==> src/rtl/mem_port_arbiter.sv <==
`default_nettype none
// +--------------------------------------------------------------------------+
// | mem_port_arbiter                                                         |
// | Shares one single-port SRAM between fetch and data ports, data first,    |
// | and routes fixed-latency read responses back to the issuing port.        |
// | Optional fetch fairness guard: define MEMARB_FAIRNESS_EN.                |
// | Rev 1.0                                                                  |
// +--------------------------------------------------------------------------+
module mem_port_arbiter #(
    parameter int AW       = 14,
    parameter int DW       = 32,
    parameter int RD_LAT   = 1,
    parameter int MAX_WAIT = 3
) (
    input  logic          clk,
    input  logic          rst,
    input  logic          im_req,
    input  logic [AW-1:0] im_addr,
    input  logic          im_kill,
    output logic          im_gnt,
    output logic          im_rvalid,
    output logic [DW-1:0] im_rdata,
    input  logic          dm_req,
    input  logic          dm_web,
    input  logic [AW-1:0] dm_addr,
    input  logic [DW-1:0] dm_bweb,
    input  logic [DW-1:0] dm_wdata,
    output logic          dm_gnt,
    output logic          dm_rvalid,
    output logic [DW-1:0] dm_rdata,
    output logic          sram_ceb,
    output logic          sram_web,
    output logic [AW-1:0] sram_addr,
    output logic [DW-1:0] sram_bweb,
    output logic [DW-1:0] sram_din,
    input  logic [DW-1:0] sram_dout,
    output logic          mem_stall
);

    logic              w_force_im;
    logic              w_push_vld;
    logic              w_push_src;
    logic [RD_LAT-1:0] w_vld_nxt;
    logic [RD_LAT-1:0] w_src_nxt;
    logic [RD_LAT-1:0] r_vld;
    logic [RD_LAT-1:0] r_src;
    logic              r_web;
    logic [AW-1:0]     r_addr;
    logic [DW-1:0]     r_bweb;
    logic [DW-1:0]     r_din;

`ifdef MEMARB_FAIRNESS_EN
    logic [1:0] r_wait;

    always_ff @(posedge clk) begin
        if (rst) begin
            r_wait <= 2'd0;
        end else if (!im_req || im_gnt) begin
            r_wait <= 2'd0;
        end else if (r_wait != 2'd3) begin
            r_wait <= r_wait + 2'd1;
        end
    end

    assign w_force_im = im_req && (r_wait == 2'(MAX_WAIT));
`else
    assign w_force_im = 1'b0;
`endif

    assign dm_gnt    = !rst && dm_req && !w_force_im;
    assign im_gnt    = !rst && im_req && !dm_gnt;
    assign mem_stall = !rst && ((im_req && !im_gnt) || (dm_req && !dm_gnt));

    // Idle cycles replay the last command fields so the macro pins stay quiet.
    always_comb begin
        sram_ceb  = 1'b1;
        sram_web  = r_web;
        sram_addr = r_addr;
        sram_bweb = r_bweb;
        sram_din  = r_din;
        if (dm_gnt) begin
            sram_ceb  = 1'b0;
            sram_web  = dm_web;
            sram_addr = dm_addr;
            sram_bweb = dm_bweb;
            sram_din  = dm_wdata;
        end else if (im_gnt) begin
            sram_ceb  = 1'b0;
            sram_web  = 1'b1;
            sram_addr = im_addr;
            sram_bweb = '1;
        end
    end

    always_ff @(posedge clk) begin
        if (rst) begin
            r_web  <= 1'b1;
            r_addr <= '0;
            r_bweb <= '1;
            r_din  <= '0;
        end else if (!sram_ceb) begin
            r_web  <= sram_web;
            r_addr <= sram_addr;
            r_bweb <= sram_bweb;
            r_din  <= sram_din;
        end
    end

    assign w_push_vld = im_gnt || (dm_gnt && dm_web);
    assign w_push_src = im_gnt;

    // The last stage is being presented this cycle, so kill only affects younger entries.
    always_comb begin
        w_vld_nxt    = '0;
        w_src_nxt    = '0;
        w_vld_nxt[0] = w_push_vld;
        w_src_nxt[0] = w_push_src;
        for (int i = 1; i < RD_LAT; i++) begin
            w_vld_nxt[i] = r_vld[i-1] && !(im_kill && r_src[i-1]);
            w_src_nxt[i] = r_src[i-1];
        end
    end

    always_ff @(posedge clk) begin
        if (rst) begin
            r_vld <= '0;
            r_src <= '0;
        end else begin
            r_vld <= w_vld_nxt;
            r_src <= w_src_nxt;
        end
    end

    assign im_rvalid = !rst && r_vld[RD_LAT-1] &&  r_src[RD_LAT-1];
    assign dm_rvalid = !rst && r_vld[RD_LAT-1] && !r_src[RD_LAT-1];
    assign im_rdata  = sram_dout;
    assign dm_rdata  = sram_dout;

endmodule
`default_nettype wire

==> config.mk <==
export PLATFORM = sky130hd
export DESIGN_NAME = mem_port_arbiter
export DESIGN_NICKNAME = d
export VERILOG_FILES = /design/src/rtl/mem_port_arbiter.sv
export SDC_FILE = /design/constraint.sdc
export NUM_CORES = 1
export LEC_CHECK = 0
export ABC_AREA = 0
export CORE_MARGIN = 4
export CORE_UTILIZATION = 41
export DETAILED_ROUTE_END_ITERATION = 10
export PLACE_DENSITY = 0.9
export SLEW_MARGIN = 20
export SYNTH_ARGS = -nofsm -noshare
export SYNTH_HDL_FRONTEND = slang
export SYNTH_SLANG_ARGS = --single-unit
==> constraint.sdc <==
create_clock -name clk -period 2.15 [get_ports clk]
set_input_delay 0.215 -clock clk [delete_from_list [all_inputs] [get_ports clk]]
set_output_delay 0.215 -clock clk [all_outputs]
set_load 0.03 [all_outputs]
==> impl_results.md <==
- Gr usage total: 19.8%
- Routed WL: roughly 14000 um
- FF+latch count, synth: 81
- Peak Freq: about 490 MHz
- Maximum clock path buffer count: 2
- Max-slew violation count: 0
- DRC: 0
- Min-delay src: rst
- N_diodes: 0
- CTS tree: built
- Min-Delay Endpoint: r_din[7]$_SDFFE_PP0N_
- Router iterations before antenna repair: 4
- Vias in the first global route: about 4000
- Mapped cell area: around 4700 sq um
- Max VDD drop: roughly 0.47 mV
- Chip width: 115 um
- Row cnt: 38
- TritonCTS Sinks: between 80 and 90
- Pwr Total: between 4 and 5 mW
- CTS-repair resized insts: 0
- Proportion of synthesized area in mux cells: about 17%
- Synth unique cells: 26
- Initial antenna violation count: 0
- Synth Warn #: 0
- RSZ-0062 raised after global routing: no
- Placer Congestion: around 0.81
- Root buffer selected by CTS: clkbuf_16
- Compound-Gate Fraction of Synth Area: 16.8%
- Area Growth Syn to Fin: 35.4%
- Max-cap viol count: 0
- Setup slack, reg-to-reg: 1.39 ns
- Htree depth: 3
- Setup repair bufs after CTS: 0
- Remaining global-route overflow: 0
- Via Count: slightly above 4000
- Slew HR: roughly 63%
- Clock transition at path regs: 0.06 ns
- Die height: 115 um
- Post-route setup slack: 0.0889 ns
- Main combinational cell family by area after synthesis: multiplexers
- Final Net Count: 730
- Clk_skew: 0 ns
- Core area: ~11000 sq um
- Post-synthesis cell count: between 500 and 600
- Worst min path class: in -> reg
- Crit path DAT: 1.85 ns
- Worst Path Required: about 1.9 ns
- DP Worst Slack: 0.0474 ns
- Fin crit period: ~2 ns
- Routed WL per cell: 18.5 um
- Crit Path Category: in -> out
- Worst Path Max Fanout: 2
- Fin crit share: 95.9%
- Via density: between 5 and 6
- DP HPWL: 10100 um
- CTS Buf Count: 9
- Commonest non-fill, non-tap cells in the layout: clkdlybuf4s50_1, dfxtp_1, buf_4, nor2b_1, mux2i_1
- Post-Synth Adder-Cell Area: 0%
- Actual slew at the worst max-slew pin: 0.551 ns
- Initial Util: 42.7%
- Antenna viol nets, final: 0
- Synthesized Nets: roughly 630
- Critical path startpoint category: primary input
- Largest net degree at the start of global routing: 53
- Status: finished, final reports clean
- Port buffer count: approximately 180
- Setup Viol. Count Final: 0
- Fin. Hold Viols: 0
- Commonest non-fill, non-tap cell in the layout: clkdlybuf4s50_1
- Hold path depth: 3
- Drt initial violations: 308
- Synth Area in Simple Gates: 16.2%
- Clock latency on the worst-skew pair: around 0.33 ns
- Total Die Area: roughly 13000 sq um
- Layout cells sized above 1: a little under a quarter
- Fin Setup TNS: 0 ns
- Sequential area share after synthesis: about 34%
- Register-to-Register Path Depth: 2
- Reg2Reg Capture Point: r_addr[6]$_SDFFE_PP0N_
- Synthesized area per cell: 9.42 sq um
- Post-synthesis xor/xnor area fraction: 0%
- First-pass GRT wire length: between 20000 and 25000 um
- Leakage: between 2 and 3 nW
- Post-CTS Hold Fix Bufs: 0
- Pwr dens: just over 700 nW/um^2
- Crit. End Element: output pin
- I/O pins: 279
- FF-to-FF Start: r_addr[6]$_SDFFE_PP0N_
-- how the worst max path moves through the flow --
| stage | from | endpoint | slack [ns] |
|---|---|---|---|
| finish | im_addr[12] | sram_addr[12] | 0.09 |
| global route | im_addr[10] | sram_addr[10] | 0.03 |
| CTS | im_addr[11] | sram_addr[11] | 0.05 |
| detailed placement | im_addr[11] | sram_addr[11] | 0.05 |
| global placement | dm_req | sram_addr[13] | 0.08 |
| floorplan | im_req | sram_addr[0] | 0.55 |
-- cells by family (layout without fill, tap and decap cells) --
kind of cell,Yosys count,in the layout
compound gates,96,96
mux,78,78
flops,81,81
buf+inv,114,215
simple gates,134,134
-- flip-flops by register name, summed over array words and instances, names as in the netlist --
register	flops
r_din	32
r_bweb	32
r_src	1
r_web	1
r_vld	1
r_addr	14
-- where the power goes --
| part | leakage [nW] | switching, mW | internal (mW) |
|---|---|---|---|
| registers | 0.670 | 0.0461 | 1.59 |
| clock network | 0.169 | 0.607 | 1.16 |
| logic | 1.86 | 0.606 | 0.570 |
-- worst max-delay path, stage by stage --
cell and delay, ns:
clkdlybuf4s50_1 0.51, nor4bb_1 0.27, a221o_1 0.18, clkdlybuf4s50_1 0.67
-- synthesized netlist by cell type (all sizes together) --
library cell	n	share of area, %
clkbuf	24	1.9
nand2	1	0.079
o21bai	33	5.2
dfxtp	81	34
mux2i	46	9.7
nand2b	2	0.32
o22a	33	6.1
a21oi	1	0.11
nor3b	1	0.16
o21ba	1	0.21
nor2b	47	6.2
nor4bb	14	3.0
mux2	32	7.6
and3b	1	0.18
a221o	14	3.0
nor2	34	2.7
nor3	33	3.5
inv	3	0.24
and2	1	0.13
a211oi	14	2.2
buf	87	13
-- stage by stage --
stage | cell area, sq um | instances | hold slack [ns] | util (%)
3_5_place_dp | 6060 | 729 | 0.430 | 54.7
5_1_grt | 6410 | 744 | 0.367 | 57.9
2_1_floorplan | 4740 | 503 | 0.362 | -
6_report | 6410 | 744 | 0.369 | 57.9
4_1_cts | 6400 | 744 | 0.343 | 57.8
3_3_place_gp | 6060 | 729 | 0.430 | 54.7
-- layout make-up --
type	instances	area [sq um]
clock inverters	5	104
repair buffers	197	1860
well taps	140	175
multi-input cells	308	2390
flip-flops and latches	81	1620
inverters	3	13.8
clock buffers	10	239
fillers	919	4670
-- routing by layer --
layer	vias up	GRT usage [%]	share of wire, %
li1	1929	-	-
met1	1882	22.0	39
met2	205	35.3	50
met3	20	6.01	9.1
met4	0	8.14	1.8
met5	-	0	0
Power figures use the tool's default switching activity.
